## config.mk

```make
export PLATFORM = sky130hd
export DESIGN_NAME = i2c_txn_sequencer_flat
export DESIGN_NICKNAME = d
export VERILOG_FILES = /design/src/rtl/i2c_pkg.sv /design/src/rtl/i2c_txn_sequencer_if.sv /design/src/rtl/i2c_txn_sequencer.sv /design/src/flat_wrapper.sv
export SDC_FILE = /design/constraint.sdc
export NUM_CORES = 1
export LEC_CHECK = 0
export BUFFER_PORTS_ARGS = -buffer_cell sky130_fd_sc_hd__buf_2
export CORE_MARGIN = 3
export CORE_UTILIZATION = 50
export DETAILED_ROUTE_END_ITERATION = 8
export PLACE_DENSITY = 0.78
export SYNTH_ARGS = -nofsm -noshare
export SYNTH_HDL_FRONTEND = slang
export SYNTH_SLANG_ARGS = --single-unit
```

## constraint.sdc

```tcl
create_clock -name clk -period 3.9 [get_ports clk]
set_input_delay 0.39 -clock clk [delete_from_list [all_inputs] [get_ports clk]]
set_output_delay 0.39 -clock clk [all_outputs]
set_load 0.01 [all_outputs]
```

## src/rtl/i2c_pkg.sv

```systemverilog
// Shared I2C definitions: engine op-codes, sequencer state encoding,
// byte width.
package i2c_pkg;

    localparam int I2C_BYTE_W = 8;

    typedef logic [1:0] i2c_op_t;

    localparam i2c_op_t I2C_OP_START = 2'd0;
    localparam i2c_op_t I2C_OP_WRITE = 2'd1;
    localparam i2c_op_t I2C_OP_READ  = 2'd2;
    localparam i2c_op_t I2C_OP_STOP  = 2'd3;

    typedef enum logic [2:0] {
        ST_IDLE,
        ST_START,
        ST_ADDR,
        ST_WDATA,
        ST_RDATA,
        ST_STOP,
        ST_DONE
    } i2c_state_e;

endpackage

```

## src/rtl/i2c_txn_sequencer_if.sv

```systemverilog
// Request/stream/status and engine command/response bundle of the
// I2C transaction sequencer.
interface i2c_txn_sequencer_if #(parameter int LEN_W = 8);
    import i2c_pkg::*;

    logic                  req_valid;
    logic                  req_ready;
    logic                  req_rw;
    logic [6:0]            req_addr;
    logic [LEN_W-1:0]      req_len;
    logic [I2C_BYTE_W-1:0] wr_data;
    logic                  wr_data_valid;
    logic                  wr_data_ready;
    logic [I2C_BYTE_W-1:0] rd_data;
    logic                  rd_data_valid;
    logic                  done;
    logic                  nack_err;
    logic                  busy;
    logic                  core_cmd_valid;
    logic                  core_cmd_ready;
    i2c_op_t               core_cmd_op;
    logic [I2C_BYTE_W-1:0] core_cmd_wdata;
    logic                  core_cmd_last;
    logic                  core_rsp_valid;
    logic [I2C_BYTE_W-1:0] core_rsp_rdata;
    logic                  core_rsp_ack;

    modport slave (
        input  req_valid, req_rw, req_addr, req_len,
        input  wr_data, wr_data_valid,
        input  core_cmd_ready,
        input  core_rsp_valid, core_rsp_rdata, core_rsp_ack,
        output req_ready, wr_data_ready,
        output rd_data, rd_data_valid,
        output done, nack_err, busy,
        output core_cmd_valid, core_cmd_op,
        output core_cmd_wdata, core_cmd_last
    );

    modport master (
        output req_valid, req_rw, req_addr, req_len,
        output wr_data, wr_data_valid,
        output core_cmd_ready,
        output core_rsp_valid, core_rsp_rdata, core_rsp_ack,
        input  req_ready, wr_data_ready,
        input  rd_data, rd_data_valid,
        input  done, nack_err, busy,
        input  core_cmd_valid, core_cmd_op,
        input  core_cmd_wdata, core_cmd_last
    );

endinterface

```

## src/rtl/i2c_txn_sequencer.sv

```systemverilog
// Sequences START, address, data bytes and STOP into the I2C byte engine
// for one request at a time.
module i2c_txn_sequencer
    import i2c_pkg::*;
#(
    parameter int LEN_W = 8
) (
    input logic                clk,
    input logic                reset_n,
    i2c_txn_sequencer_if.slave bus_if
);

    localparam logic [LEN_W-1:0] CNT_ONE = LEN_W'(1);

    i2c_state_e            state_q, state_d;
    logic                  wait_q, wait_d;
    logic                  rw_q, rw_d;
    logic [6:0]            addr_q, addr_d;
    logic [LEN_W-1:0]      cnt_q, cnt_d;
    logic                  nack_q, nack_d;
    logic [I2C_BYTE_W-1:0] wbyte_q, wbyte_d;
    logic                  whave_q, whave_d;
    logic [I2C_BYTE_W-1:0] rdata_q, rdata_d;
    logic                  rvalid_q, rvalid_d;

    logic                  req_rdy;
    logic                  wr_rdy;
    logic                  cmd_vld;
    i2c_op_t               cmd_op;
    logic [I2C_BYTE_W-1:0] cmd_wdata;
    logic                  cmd_last;
    logic                  rsp;

    always_ff @(posedge clk or negedge reset_n) begin
        if (!reset_n) begin
            state_q  <= ST_IDLE;
            wait_q   <= 1'b0;
            rw_q     <= 1'b0;
            addr_q   <= '0;
            cnt_q    <= '0;
            nack_q   <= 1'b0;
            wbyte_q  <= '0;
            whave_q  <= 1'b0;
            rdata_q  <= '0;
            rvalid_q <= 1'b0;
        end else begin
            state_q  <= state_d;
            wait_q   <= wait_d;
            rw_q     <= rw_d;
            addr_q   <= addr_d;
            cnt_q    <= cnt_d;
            nack_q   <= nack_d;
            wbyte_q  <= wbyte_d;
            whave_q  <= whave_d;
            rdata_q  <= rdata_d;
            rvalid_q <= rvalid_d;
        end
    end

    always_comb begin
        state_d   = state_q;
        wait_d    = wait_q;
        rw_d      = rw_q;
        addr_d    = addr_q;
        cnt_d     = cnt_q;
        nack_d    = nack_q;
        wbyte_d   = wbyte_q;
        whave_d   = whave_q;
        rdata_d   = rdata_q;
        rvalid_d  = 1'b0;
        req_rdy   = 1'b0;
        wr_rdy    = 1'b0;
        cmd_vld   = 1'b0;
        cmd_op    = I2C_OP_START;
        cmd_wdata = '0;
        cmd_last  = 1'b0;
        // responses only count while a command is outstanding
        rsp       = wait_q && bus_if.core_rsp_valid;

        unique case (state_q)
            ST_IDLE: begin
                req_rdy = 1'b1;
                if (bus_if.req_valid) begin
                    rw_d    = bus_if.req_rw;
                    addr_d  = bus_if.req_addr;
                    cnt_d   = bus_if.req_len;
                    nack_d  = 1'b0;
                    wait_d  = 1'b0;
                    state_d = ST_START;
                end
            end
            ST_START: begin
                cmd_op  = I2C_OP_START;
                cmd_vld = !wait_q;
                if (rsp) begin
                    wait_d  = 1'b0;
                    state_d = ST_ADDR;
                end
            end
            ST_ADDR: begin
                cmd_op    = I2C_OP_WRITE;
                cmd_wdata = {addr_q, rw_q};
                cmd_vld   = !wait_q;
                if (rsp) begin
                    wait_d = 1'b0;
                    if (!bus_if.core_rsp_ack) begin
                        nack_d  = 1'b1;
                        state_d = ST_STOP;
                    end else if (cnt_q == '0) begin
                        state_d = ST_STOP;
                    end else begin
                        state_d = rw_q ? ST_RDATA : ST_WDATA;
                    end
                end
            end
            ST_WDATA: begin
                cmd_op    = I2C_OP_WRITE;
                cmd_wdata = wbyte_q;
                cmd_vld   = !wait_q && whave_q;
                wr_rdy    = !wait_q && !whave_q;
                if (wr_rdy && bus_if.wr_data_valid) begin
                    wbyte_d = bus_if.wr_data;
                    whave_d = 1'b1;
                end
                if (rsp) begin
                    wait_d = 1'b0;
                    if (!bus_if.core_rsp_ack) begin
                        nack_d  = 1'b1;
                        state_d = ST_STOP;
                    end else begin
                        cnt_d = (cnt_q == '0) ? cnt_q : cnt_q - CNT_ONE;
                        if (cnt_q == CNT_ONE) begin
                            state_d = ST_STOP;
                        end
                    end
                end
            end
            ST_RDATA: begin
                cmd_op   = I2C_OP_READ;
                cmd_last = (cnt_q == CNT_ONE);
                cmd_vld  = !wait_q;
                if (rsp) begin
                    wait_d   = 1'b0;
                    rdata_d  = bus_if.core_rsp_rdata;
                    rvalid_d = 1'b1;
                    cnt_d    = (cnt_q == '0) ? cnt_q : cnt_q - CNT_ONE;
                    if (cnt_q == CNT_ONE) begin
                        state_d = ST_STOP;
                    end
                end
            end
            ST_STOP: begin
                cmd_op  = I2C_OP_STOP;
                cmd_vld = !wait_q;
                if (rsp) begin
                    wait_d  = 1'b0;
                    state_d = ST_DONE;
                end
            end
            ST_DONE: begin
                state_d = ST_IDLE;
            end
            default: begin
                state_d = ST_IDLE;
            end
        endcase

        // accepted command: move to await and release the held write byte
        if (cmd_vld && bus_if.core_cmd_ready) begin
            wait_d  = 1'b1;
            whave_d = 1'b0;
        end
    end

    assign bus_if.req_ready      = req_rdy;
    assign bus_if.wr_data_ready  = wr_rdy;
    assign bus_if.rd_data        = rdata_q;
    assign bus_if.rd_data_valid  = rvalid_q;
    assign bus_if.done           = (state_q == ST_DONE);
    assign bus_if.nack_err       = nack_q;
    assign bus_if.busy           = (state_q != ST_IDLE) &&
                                   (state_q != ST_DONE);
    assign bus_if.core_cmd_valid = cmd_vld;
    assign bus_if.core_cmd_op    = cmd_op;
    assign bus_if.core_cmd_wdata = cmd_wdata;
    assign bus_if.core_cmd_last  = cmd_last;

endmodule

```

## src/flat_wrapper.sv

```systemverilog
// flat-port wrapper written by rule: the top's interface ports become plain ports
module i2c_txn_sequencer_flat import i2c_pkg::*;
#(
    parameter int LEN_W = 8
)
  (clk, reset_n, bus_if_req_valid, bus_if_req_rw, bus_if_req_addr, bus_if_req_len, bus_if_wr_data, bus_if_wr_data_valid, bus_if_core_cmd_ready, bus_if_core_rsp_valid, bus_if_core_rsp_rdata, bus_if_core_rsp_ack, bus_if_req_ready, bus_if_wr_data_ready, bus_if_rd_data, bus_if_rd_data_valid, bus_if_done, bus_if_nack_err, bus_if_busy, bus_if_core_cmd_valid, bus_if_core_cmd_op, bus_if_core_cmd_wdata, bus_if_core_cmd_last);
  i2c_txn_sequencer_if #(.LEN_W(LEN_W)) bus_if_i ();
  input logic clk;
  input logic reset_n;
  input wire logic [$bits(bus_if_i.req_valid)-1:0] bus_if_req_valid;
  input wire logic [$bits(bus_if_i.req_rw)-1:0] bus_if_req_rw;
  input wire logic [$bits(bus_if_i.req_addr)-1:0] bus_if_req_addr;
  input wire logic [$bits(bus_if_i.req_len)-1:0] bus_if_req_len;
  input wire logic [$bits(bus_if_i.wr_data)-1:0] bus_if_wr_data;
  input wire logic [$bits(bus_if_i.wr_data_valid)-1:0] bus_if_wr_data_valid;
  input wire logic [$bits(bus_if_i.core_cmd_ready)-1:0] bus_if_core_cmd_ready;
  input wire logic [$bits(bus_if_i.core_rsp_valid)-1:0] bus_if_core_rsp_valid;
  input wire logic [$bits(bus_if_i.core_rsp_rdata)-1:0] bus_if_core_rsp_rdata;
  input wire logic [$bits(bus_if_i.core_rsp_ack)-1:0] bus_if_core_rsp_ack;
  output wire logic [$bits(bus_if_i.req_ready)-1:0] bus_if_req_ready;
  output wire logic [$bits(bus_if_i.wr_data_ready)-1:0] bus_if_wr_data_ready;
  output wire logic [$bits(bus_if_i.rd_data)-1:0] bus_if_rd_data;
  output wire logic [$bits(bus_if_i.rd_data_valid)-1:0] bus_if_rd_data_valid;
  output wire logic [$bits(bus_if_i.done)-1:0] bus_if_done;
  output wire logic [$bits(bus_if_i.nack_err)-1:0] bus_if_nack_err;
  output wire logic [$bits(bus_if_i.busy)-1:0] bus_if_busy;
  output wire logic [$bits(bus_if_i.core_cmd_valid)-1:0] bus_if_core_cmd_valid;
  output wire logic [$bits(bus_if_i.core_cmd_op)-1:0] bus_if_core_cmd_op;
  output wire logic [$bits(bus_if_i.core_cmd_wdata)-1:0] bus_if_core_cmd_wdata;
  output wire logic [$bits(bus_if_i.core_cmd_last)-1:0] bus_if_core_cmd_last;
  assign bus_if_i.req_valid = bus_if_req_valid;
  assign bus_if_i.req_rw = bus_if_req_rw;
  assign bus_if_i.req_addr = bus_if_req_addr;
  assign bus_if_i.req_len = bus_if_req_len;
  assign bus_if_i.wr_data = bus_if_wr_data;
  assign bus_if_i.wr_data_valid = bus_if_wr_data_valid;
  assign bus_if_i.core_cmd_ready = bus_if_core_cmd_ready;
  assign bus_if_i.core_rsp_valid = bus_if_core_rsp_valid;
  assign bus_if_i.core_rsp_rdata = bus_if_core_rsp_rdata;
  assign bus_if_i.core_rsp_ack = bus_if_core_rsp_ack;
  assign bus_if_req_ready = bus_if_i.req_ready;
  assign bus_if_wr_data_ready = bus_if_i.wr_data_ready;
  assign bus_if_rd_data = bus_if_i.rd_data;
  assign bus_if_rd_data_valid = bus_if_i.rd_data_valid;
  assign bus_if_done = bus_if_i.done;
  assign bus_if_nack_err = bus_if_i.nack_err;
  assign bus_if_busy = bus_if_i.busy;
  assign bus_if_core_cmd_valid = bus_if_i.core_cmd_valid;
  assign bus_if_core_cmd_op = bus_if_i.core_cmd_op;
  assign bus_if_core_cmd_wdata = bus_if_i.core_cmd_wdata;
  assign bus_if_core_cmd_last = bus_if_i.core_cmd_last;
  i2c_txn_sequencer #(.LEN_W(LEN_W)) u_core (.clk(clk), .reset_n(reset_n), .bus_if(bus_if_i));
endmodule
```

# --- After elaboration in Yosys (flattened, before gate mapping) ---
# Index checks and enable logic that the tools add are counted.
# W data, S select, Z words.
totals:
  elab_cells: 93
  ff_bits: 39
  input_bits: 39
classes:
  muxes: 36
  addsub: 1
  n_reduce_logical: 27
  eq_ne: 19
op_table:
  columns: ["cell", "n"]
  rows:
  - ["$mux W8", 5]
  - ["$mux W3", 11]
  - ["$pmux W8 S3", 1]
  - ["$pmux W3 S6", 1]
  - ["$pmux W8 S2", 1]
  - ["$mux W1", 13]
  - ["$ne A2 B1 Y1 const B", 6]
  - ["$eq A3 B3 Y1 const B", 3]
  - ["$reduce_bool A3 Y1", 3]
  - ["$eq A8 B1 Y1 const B", 1]
  - ["$logic_not A8 Y1", 1]
  - ["$reduce_and A2 Y1", 4]
  - ["$sub A8 B1 Y8 const B", 1]
  - ["$eq A3 B2 Y1 const B", 2]
  - ["$logic_and A1 B1 Y1", 6]
  - ["$ne A2 B2 Y1 const B", 3]
  - ["$pmux W1 S2", 3]
  - ["$pmux W2 S3", 1]
  - ["$reduce_and A6 Y1", 1]
  - ["$reduce_bool A2 Y1", 3]
  - ["$reduce_and A5 Y1", 1]
  - ["$reduce_or A5 Y1", 1]
  - ["$reduce_and A4 Y1", 1]
  - ["$reduce_or A4 Y1", 1]
  - ["8 further kinds", 9]

# --- Depth between registers and ports, before layout ---
# Gate-level depths: netlist of the first run.
depth:
  ltp_word: 6
  mapped_depth: 7
  mapped_depth_nobuf: 5

# --- Least setup slack after synthesis of the first run ---
# No wires, ideal clock.
synth_path:
  path_type: "reg2reg"
  start: "register u_core.state_q[2]"
  end: "register u_core.cnt_q[1]"
  arrival_time_ns: 1.665
  setup_ns: 0.125
  n_path_buf: 2
  stages_incl_launch_ff: 7
  required_ns: 3.775
  slack_ns: 2.110
  synth_period_minus_slack_ns: 1.790
  cell_sequence: "dfrtp_1 -> buf_2 -> nor3_1 -> and2_1 -> buf_6 -> o21a_4 -> mux2_4"
synth_via:
  elab_chain_cells: 3
synth_lines:
  columns: ["item", "line", "rtl"]
  rows:
  - ["start: declaration", "i2c_txn_sequencer.sv:15", "i2c_state_e state_q, state_d;"]
  - ["start signal: assignment", "i2c_txn_sequencer.sv:47", "state_q <= state_d;"]
  - ["$eq A3 B3 Y1, or another cell as far along", "i2c_txn_sequencer.sv:80", "unique case (state_q)"]
  - ["$ne A2 B1 Y1 (no source line), or another cell as far along", null, null]
  - ["$reduce_and A5 Y1 (no source line)", null, null]
  - ["end signal: assignment", "i2c_txn_sequencer.sv:51", "cnt_q <= cnt_d;"]
  - ["end: declaration", "i2c_txn_sequencer.sv:19", "logic [LEN_W-1:0] cnt_q, cnt_d;"]
# Parallel ways exist; a longest one is shown, timed or not.
# A chain may end at the register's enable or synchronous reset.

# --- Final worst setup path of the first run ---
layout_path:
  start: "register u_core.state_q[0]"
  end: "register u_core.cnt_q[1]"
# The elaborated chain is that of the path after synthesis.

==> reports/qor.yml, run 1 <==
p_leak_nw: 1.27
post-synth-top-area-cell: "sky130_fd_sc_hd__dfrtp_1"
detail_route.wl_per_cell_um: 15.1
met2RoutedLength_um: 2310
grt_first_pass_wirelength_um: 8190
cp_data_arrival_time_ns: 2.71
cp-start-kind: "register"
tightest_slew_ns: 0.886
cts_tree: "done"
regArea_um2: 976
aggregate_global_routing_overflow: 0
final.hold.worst_slack_ns: 0.203
drv.max_cap_violation_count: 0
top_level_ports: 65
post_synth_instance_area_um2: 2120
timing.final.hold_violations: 0
start_util: 0.525
clkSlewWorstSetupHoldPaths_ns: 0.08
antennaDiodeCount: 0
numPortBuffers: 64
placement_rows: 23
synth_fp_nets: 249
cts.hold.buffers_added: 0
worstHoldPathType: "in2async"
finalSetupViolations: 0
worst_slack_ns: 1.37
detail_route.wirelength.met1_um: 2160
gpl.final_weighted_congestion: 0.812
crit_type: "reg2reg"
drt-vias-per-instance: 5.62
tritoncts_num_sinks: 39
synthesis.area_per_instance_um2: 10.2
grt_start_max_net_pins: 40
nFillCells: 346
synth_area_leaders: "sky130_fd_sc_hd__dfrtp_1 46%, sky130_fd_sc_hd__mux2_2 8.5%, sky130_fd_sc_hd__nand2_1 5.9%, sky130_fd_sc_hd__mux2i_1 3.8%, sky130_fd_sc_hd__nor2_1 3.5%"
unrepaired_setup_endpoints_after_global_routing: "no"
detailedPlacementHpwl_um: 3480
placed_cell_area_um2: 2450
drv_slew: 0
area_share_of_the_largest_cell_type_after_synthesis: 0.461
final_cycle_share: 0.649
most_common_cell_in_the_netlist: "sky130_fd_sc_hd__dfrtp_1"
syn-instance-count: 207
multi_input_comb_area_um2: 1060
yosys_warnings: 0
chipWidth_um: 71.1
post_cts.resized_instances: 0
routed.top_layer: "met4"
die_area_um2: 5050
grt_antenna_before_repair: 0
detailroute.via_count: 1805
synth.lib_cells_used.distinct: 46
dr_wl_met3_um: 308
cts_root_buf: "sky130_fd_sc_hd__clkbuf_8"
vias_in_the_first_global_route: 1730
maxClockFrequency_mhz: 395
final_nets: 312
design_power_total_mw: 2.01
detailedPlace.worstSlack_ns: 1.43
flow.area_growth_from_synthesis_pct: 20.2
synth_enable_flop_cells: 0
run_status: "finished, final reports clean"
setup_tns_ns: 0
worst_clock_skew_ns: 0.00464
clock_latency_ns: 0.29
design_area_um2: 2540
cts_buffers: 5
core_area_um2: 4030
finalWorstPathRequiredPeriod_ns: 2.53
cp.required_ns: 4.08
cts_max_level: 2
drt_pass1_iterations: 4
ys.flop_type: "sky130_fd_sc_hd__dfrtp_1"
async_reset_ff_frac: 1.00
post_route_cells_drive_above_1_share: 0.369
critPathMaxFanout: 25
grtUsageTotal: 0.201
postRouteWirelength_um: 4840
floorplan.die.height_um: 71.1
end_kind: "register"
maxSlewHeadroom: 0.409
max-vdd-ir-drop_mv: 0.383
synth.yosys.seq_area_share: 0.461
ant_nets: 0
post-route-drc-count: 0
post-cts-setup-buffers: 0
synth_seq_cells: 39
dr.first_iter.drc_count: 176
power_density_nw_per_um2: 789
worst_case_clock_buffer_depth: 2
synth.top_cells.by_count: "39 x sky130_fd_sc_hd__dfrtp_1, 33 x sky130_fd_sc_hd__nand2_1, 20 x sky130_fd_sc_hd__nor2_1"
layer usage:
metal,vias up,GRT usage
li1,880,-
met1,858,0.277
met2,61,0.318
met3,6,0.0511
met4,0,0.0522
met5,-,0
per-stage QoR:
stage                     instances   util
final                           321  0.631
after global placement          313  0.609
after detailed placement        313  0.609
after floorplan                 207      -
after global routing            321  0.631
after CTS                       321  0.631
worst max-delay path, cell delays in order (launching register included):
cell                      delay [ns]
sky130_fd_sc_hd__dfrtp_1        0.71
sky130_fd_sc_hd__nor3_1         0.47
sky130_fd_sc_hd__and2_1         0.67
sky130_fd_sc_hd__o21a_4         0.27
sky130_fd_sc_hd__mux2_4         0.30
cells by family (layout without fill, tap and decap cells):
family,after synthesis,after routing,synth area share
compound gates,41,41,0.163
fa+ha+maj,3,3,0.0177
buf+inv,18,82,0.0390
flops,39,39,0.461
mux,25,25,0.130
simple gates,81,81,0.189
registers in the layout, summed over array words and instances, names as in the netlist:
signal / count
u_core.bus_if.rd_data: 8
u_core.cnt_q: 8
u_core.wbyte_q: 8
u_core.addr_q: 7
u_core.state_q: 3
u_core.bus_if.nack_err: 1
u_core.bus_if.rd_data_valid: 1
u_core.rw_q: 1
u_core.wait_q: 1
u_core.whave_q: 1
final cells by class:
cell class	count	share of cell area
Multi-Input combinational cell	150	0.416
Sequential cell	39	0.384
Timing Repair Buffer	64	0.126
Clock buffer	5	0.0271
Tap cell	50	0.0246
Inverter	10	0.0148
Clock inverter	3	0.00787
power breakdown:
group          switching [mW]  internal (mW)
Combinational           0.511          0.446
Clock                   0.145          0.124
Sequential              0.196          0.585
Total                   0.852           1.15
path summary, 6_finish.rpt:
path | start | endpoint | slack (ns) | cells after the start
setup / recovery | u_core.state_q[0]$_DFFE_PN0P_ | u_core.cnt_q[1]$_DFFE_PN0P_ | 1.37 | 4
hold / removal | reset_n | u_core.cnt_q[0]$_DFFE_PN0P_ | 0.20 | 1
setup reg to reg | u_core.state_q[0]$_DFFE_PN0P_ | u_core.cnt_q[1]$_DFFE_PN0P_ | 1.37 | 4
hold reg to reg | u_core.addr_q[5]$_DFFE_PN0P_ | u_core.addr_q[5]$_DFFE_PN0P_ | 0.49 | 2
max in group asynchronous | reset_n | u_core.state_q[0]$_DFFE_PN0P_ | 3.15 | 1
min in group clk | bus_if_req_addr[6] | u_core.addr_q[6]$_DFFE_PN0P_ | 0.30 | 3
cells in the final DEF, fill, tap and decap left out, drive strengths merged:
master / n
o2111ai: 1
or4: 1
a21oi: 3
a32o: 1
o221ai: 6
and2: 3
ha: 3
mux2: 17
clkinvlp: 2
o21a: 1
clkbuf: 5
nand2b: 2
o221a: 1
clkinv: 1
and3b: 1
inv: 10
dfrtp: 39
a22oi: 7
o22ai: 3
buf: 64
a31oi: 3
o32ai: 3
nand3: 6
mux2i: 8
a211oi: 1
nor2b: 1
or3b: 1
o2bb2ai: 4
nor4: 2
nor3b: 2
a31o: 1
nor3: 5
nor2: 20
o21ai: 3
nand3b: 2
or3: 1
nand2: 33
or2: 1
a32oi: 3
(Power assumes the default switching activity.)
==> run 2: changes to the inputs <==
==> constraint.sdc (replaced) <==
create_clock -name clk -period 2.35 [get_ports clk]
set_input_delay 0.235 -clock clk [delete_from_list [all_inputs] [get_ports clk]]
set_output_delay 0.235 -clock clk [all_outputs]
set_load 0.01 [all_outputs]
==> run 2 against run 1 <==
Against the previous run:
- sequential power is 56% higher
- count of clock-buffer cells in the layout is 2 higher
- core utilization up 1.7 points
- final area is 2.7% higher
- via count is 1.7% higher
- largest cell class unchanged
- combinational power increased by 86%
- critical endpoint is now bus_if_core_cmd_last
- non-clock buffer count rose by 7
- final cell count up 2.2%
==> reports/qor.yml, run 2 (synthesis gave the netlist of run 1 again) <==
post_route_cells_drive_above_1_share: 0.385  # +0.0159
post-route-drc-count: 0  # unchanged
tightest_slew_ns: 0.847  # -0.0389 ns
top_level_ports: 65  # unchanged
run_status: "finished, final reports clean"
vias_in_the_first_global_route: 1840  # +6.4%
post_cts.resized_instances: 0  # unchanged
flow.area_growth_from_synthesis_pct: 23.4
ant_nets: 0  # unchanged
post-cts-setup-buffers: 0  # unchanged
detailedPlacementHpwl_um: 3710  # +6.5%
die_area_um2: 5050  # unchanged
final_cycle_share: 0.856
worst_clock_skew_ns: 0.00451  # -0.000135 ns
timing.critical_path.slowest_cell_delay_ns: 0.53  # -0.18 ns
timing.final.hold_violations: 0  # unchanged
grt_antenna_before_repair: 0  # unchanged
cts_root_buf: "sky130_fd_sc_hd__clkbuf_8"
numPortBuffers: 64  # unchanged
drt-vias-per-instance: 5.59  # -0.51%
maxSlewHeadroom: 0.435  # +0.0260
drv_slew: 0  # unchanged
final.hold.worst_slack_ns: 0.0454  # -0.158 ns
critPathLaunch: "u_core.cnt_q[4]$_DFFE_PN0P_"
cts.hold.buffers_added: 0  # unchanged
critical_path.n_buffers_inverters: 1  # +1
detail_route.wl_per_cell_um: 15.2  # +0.84%
worstPathCellList: "nor4_4 > nand3_1 > nor2_1 > buf_2"
worstHoldPathType: "in2async"
cts_tree: "done"
crit_type: "reg2out"
tritoncts_num_sinks: 39  # unchanged
finalCoreUtilization: 0.648  # +0.0168
path_delay_family: "simple AND/OR/NAND/NOR gates"
grtUsageTotal: 0.208  # +0.00730
finalSetupViolations: 0  # unchanged
dr.first_iter.drc_count: 101  # -43%
grt_start_max_net_pins: 40  # unchanged
critPathMaxFanout: 8  # -68%
end_kind: "primary output"
layout_commonest_cell: "sky130_fd_sc_hd__buf_2"
unrepaired_setup_endpoints_after_global_routing: "no"
max-vdd-ir-drop_mv: 0.599  # +56%
worst_r2r_startpoint: "u_core.state_q[2]$_DFFE_PN0P_"
aggregate_global_routing_overflow: 0  # unchanged
worst_case_clock_buffer_depth: 2  # unchanged
cp-start-kind: "register"
cts_buffers: 5  # unchanged
core_area_um2: 4030  # unchanged
placement_rows: 23  # unchanged
antennaDiodeCount: 0  # unchanged
cp.required_ns: 2.12  # -1.96 ns
reg2reg_setup_slack_ns: 0.38  # -0.99 ns
layout.cells.most_common_list: "64 x sky130_fd_sc_hd__buf_2, 39 x sky130_fd_sc_hd__dfrtp_1, 33 x sky130_fd_sc_hd__nand2_1"
gpl.final_weighted_congestion: 0.835  # +2.9%
drv.max_cap_violation_count: 0  # unchanged
finalWorstPathRequiredPeriod_ns: 2.01
reg2reg_to: "u_core.cnt_q[1]$_DFFE_PN0P_"
postRouteWirelength_um: 4980  # +3.0%
detailroute.via_count: 1835  # +1.7%
clock_latency_ns: 0.29  # about the same
final_nets: 319  # +2.2%
p_leak_nw: 1.31  # +3.6%
setup_tns_ns: 0  # unchanged
grt_first_pass_wirelength_um: 8400  # +2.5%
cell_depth_of_the_worst_flop_to_flop_path: 4  # unchanged
cts_max_level: 2  # unchanged
start_util: 0.525  # unchanged
power_density_nw_per_um2: 1340  # +70%
cell_with_the_biggest_individual_delay_on_the_critical_path: "sky130_fd_sc_hd__nor4_4"
floorplan.die.height_um: 71.1  # unchanged
clkSlewWorstSetupHoldPaths_ns: 0.08  # about the same
drt_pass1_iterations: 4  # unchanged
maxClockFrequency_mhz: 497
cp_data_arrival_time_ns: 1.78  # -0.93 ns
chipWidth_um: 71.1  # unchanged
[run 2: stage by stage]
step                power [mW]  area [um2]  instances  worst slack [ns]
floorplan                 2.45        2120        207             0.560
global placement          2.95        2510        320             0.484
detailed placement        3.00        2510        320             0.427
CTS                       3.51        2610        328             0.345
global route              3.77        2610        328             0.190
finish                    3.50        2610        328             0.337
[run 2: report_power, final]
part	internal (mW)	leakage [nW]	switching (mW)
Sequential	0.973	0.489	0.249
Combinational	0.811	0.775	0.966
Clock	0.267	0.0505	0.231
[run 2: worst reg2reg max path, delay by kind of cell, from the launching register on]
kind               cells  cell delay [ns]
muxes                  1             0.30
and+or+nand+nor        1             0.50
AOI/OAI and AO/OA      2             0.57
DFF                    1             0.50
[run 2: cell type report]
cell class / count / area, um2
inverters: 10 / 37.5
clock inverters: 1 / 7.51
multi-input cells: 150 / 1060
well taps: 50 / 62.6
flip-flops and latches: 39 / 976
fillers: 347 / 1420
clock buffers: 7 / 96.3
repair buffers: 71 / 373
[run 2: worst max-delay path by stage]
stage                             endpoint  slack (ns)  cells past startpoint
2_1_floorplan  u_core.cnt_q[1]$_DFFE_PN0P_        0.56                      6
3_3_place_gp   u_core.cnt_q[1]$_DFFE_PN0P_        0.48                      4
3_5_place_dp   u_core.cnt_q[1]$_DFFE_PN0P_        0.43                      4
4_1_cts               bus_if_core_cmd_last        0.34                      4
5_1_grt               bus_if_core_cmd_last        0.19                      4
6_report              bus_if_core_cmd_last        0.34                      4
[run 2: per-layer routing]
layer / wire length (um) / GRT usage
met1: 2150 / 0.270
met2: 2360 / 0.329
met3: 365 / 0.0568
met4: 104 / 0.0898
met5: 0 / 0
==> run 3: changes to the inputs <==
--- a/config.mk
+++ b/config.mk
@@ -10,6 +10,7 @@
 export CORE_UTILIZATION = 50
 export DETAILED_ROUTE_END_ITERATION = 8
 export PLACE_DENSITY = 0.78
+export RECOVER_POWER = 50
 export SYNTH_ARGS = -nofsm -noshare
 export SYNTH_HDL_FRONTEND = slang
 export SYNTH_SLANG_ARGS = --single-unit
==> run 3 against run 2 <==
Against the previous run:
- the run now ends with capacitance limit, slew limit left
- core utilization decreased by 0.34 points
- wire length decreased by 0.46%
- sequential cell count unchanged
- register-to-register slack got worse by 0.07 ns
- global-route usage unchanged
- via count increased by 0.22%
- worst hold slack improved by 0.095 ns
- non-clock buffer count unchanged
- worst setup slack got worse by 0.030 ns
- combinational power about the same
- die area unchanged
- critical path type is now reg2reg
==> reports/qor.yml, run 3 (synthesis gave the netlist of run 1 again) <==
critPathMaxFanout: 12  # +4
total_switching_power_mw: 1.45  # about the same
cts_max_level: 2  # unchanged
drt_pass1_iterations: 4  # unchanged
setup_tns_ns: 0  # unchanged
numPortBuffers: 64  # unchanged
pwr-share-clk: 0.143  # about the same
worst_clock_skew_ns: 0.00446  # -0.0000491 ns
ant_nets: 0  # unchanged
post_cts.resized_instances: 0  # unchanged
finalSetupViolations: 0  # unchanged
layout.cells.most_common_list: "53 x sky130_fd_sc_hd__buf_2, 39 x sky130_fd_sc_hd__dfrtp_1, 33 x sky130_fd_sc_hd__nand2_1"
antennaDiodeCount: 0  # unchanged
combinational_power_share: 0.505  # -0.003
finalWorstPathRequiredPeriod_ns: 2.04  # +0.0299 ns
worst_r2r_startpoint: "u_core.state_q[1]$_DFFE_PN0P_"
run_status: "complete, but fails checks"
p_leak_nw: 1.27  # -3.2%
post_route_cells_drive_above_1_share: 0.345  # -0.0396
chipWidth_um: 71.1  # unchanged
vias_in_the_first_global_route: 1840  # unchanged
design_area_um2: 2600  # -0.53%
maxClockFrequency_mhz: 490  # -1.5%
finalCoreUtilization: 0.644  # -0.00342
placement_rows: 23  # unchanged
end_kind: "register"
p_seq_frac: 0.352  # +0.003
cp-start-kind: "register"
cts_root_buf: "sky130_fd_sc_hd__clkbuf_8"
violations: "capacitance limit, slew limit"
maxSlewHeadroom: -0.361  # -0.796
design_power_total_mw: 3.48  # -0.51%
post-route-drc-count: 0  # unchanged
dr.first_iter.drc_count: 107  # +5.9%
worstHoldPathType: "in2reg"
top_level_ports: 65  # unchanged
postRouteWirelength_um: 4960  # -0.46%
unrepaired_setup_endpoints_after_global_routing: "no"
flow.area_growth_from_synthesis_pct: 22.7
reg2reg_setup_slack_ns: 0.31  # -0.07 ns
worst_slack_ns: 0.308  # -0.0299 ns
final_cycle_share: 0.869  # +0.0127
cp_data_arrival_time_ns: 2.22  # +0.44 ns
post-cts-setup-buffers: 0  # unchanged
worst_case_clock_buffer_depth: 2  # unchanged
tightest_slew_ns: 2.04  # +1.19 ns
cts_tree: "done"
grt_antenna_before_repair: 0  # unchanged
critPathLaunch: "u_core.state_q[1]$_DFFE_PN0P_"
drv.max_cap_violation_count: 1  # +1
floorplan.die.height_um: 71.1  # unchanged
clkSlewWorstSetupHoldPaths_ns: 0.08  # about the same
crit_type: "reg2reg"
drv_slew: 40  # +40
detailroute.via_count: 1839  # +0.22%
power_switching_share: 0.415  # +0.00194
min-delay-start: "bus_if_req_addr[2]"
power_density_nw_per_um2: 1340  # about the same
clock_latency_ns: 0.29  # about the same
core_area_um2: 4030  # unchanged
detailedPlace.worstSlack_ns: 0.427  # unchanged
cts.hold.buffers_added: 0  # unchanged
die_area_um2: 5050  # unchanged
final_nets: 319  # unchanged
layout_commonest_cell: "sky130_fd_sc_hd__buf_2"
grt_first_pass_wirelength_um: 8400  # unchanged
detail_route.wl_per_cell_um: 15.1  # -0.46%
power_report.internal_total_mw: 2.03  # -0.84%
gpl.final_weighted_congestion: 0.835  # unchanged
placed_cell_area_um2: 2510  # unchanged
max-vdd-ir-drop_mv: 0.599  # about the same
drt-vias-per-instance: 5.61  # +0.22%
tritoncts_num_sinks: 39  # unchanged
placed_cells: 320  # unchanged
cts_buffers: 5  # unchanged
cp.required_ns: 2.53  # +0.41 ns
detailedPlacementHpwl_um: 3710  # unchanged
final.hold.worst_slack_ns: 0.140  # +0.0945 ns
timing.final.hold_violations: 0  # unchanged
grt_start_max_net_pins: 40  # unchanged
layoutNonFillerInstCount: 328  # unchanged
aggregate_global_routing_overflow: 0  # unchanged
grtUsageTotal: 0.208  # unchanged
start_util: 0.525  # unchanged
[run 3: cell count changes in the layout (fill, tap and decap cells not counted), sizes merged]
cell / change
buf: -11
clkbuf: +11
[run 3: power groups by stage]
stage	Clock, mW	Combinational [mW]	Sequential [mW]
after detailed placement	0	1.77	1.23
final	0.497	1.76	1.22
after global routing	0.548	1.94	1.27
after floorplan	0	1.26	1.18
after CTS	0.509	1.78	1.22
after global placement	0	1.74	1.21
[run 3: cell type report]
type                       instances  area, um2
timing repair buffer              71        359
clock inverter                     1       7.51
tap                               50       62.6
clock buffer                       7       96.3
fill                             352       1430
inverter                          10       37.5
multi-input combinational        150       1060
sequential                        39        976
[run 3: critical path: stages (launching register included)]
cell and delay [ns]:
sky130_fd_sc_hd__dfrtp_1 0.43, sky130_fd_sc_hd__buf_4 0.19, sky130_fd_sc_hd__nor3_1 0.23, sky130_fd_sc_hd__and2_0 0.53
sky130_fd_sc_hd__o21a_4 0.26, sky130_fd_sc_hd__mux2_4 0.30
[run 3: routing by layer]
| metal | GRT usage | up-vias | share of wire |
|---|---|---|---|
| met5 | 0 | - | 0 |
| met4 | 0.0898 | 0 | 0.021 |
| met3 | 0.0568 | 12 | 0.074 |
| met2 | 0.329 | 71 | 0.48 |
| met1 | 0.270 | 867 | 0.43 |
| li1 | - | 889 | - |
[run 3: worst paths after layout]
path / end / cells past startpoint
min: u_core.addr_q[2]$_DFFE_PN0P_ / 3
max in group asynchronous: u_core.bus_if.rd_data[5]$_DFFE_PN0P_ / 1
max reg2reg: u_core.cnt_q[1]$_DFFE_PN0P_ / 5
min in group asynchronous: u_core.cnt_q[1]$_DFFE_PN0P_ / 1
max: u_core.cnt_q[1]$_DFFE_PN0P_ / 5
min reg2reg: u_core.addr_q[2]$_DFFE_PN0P_ / 2
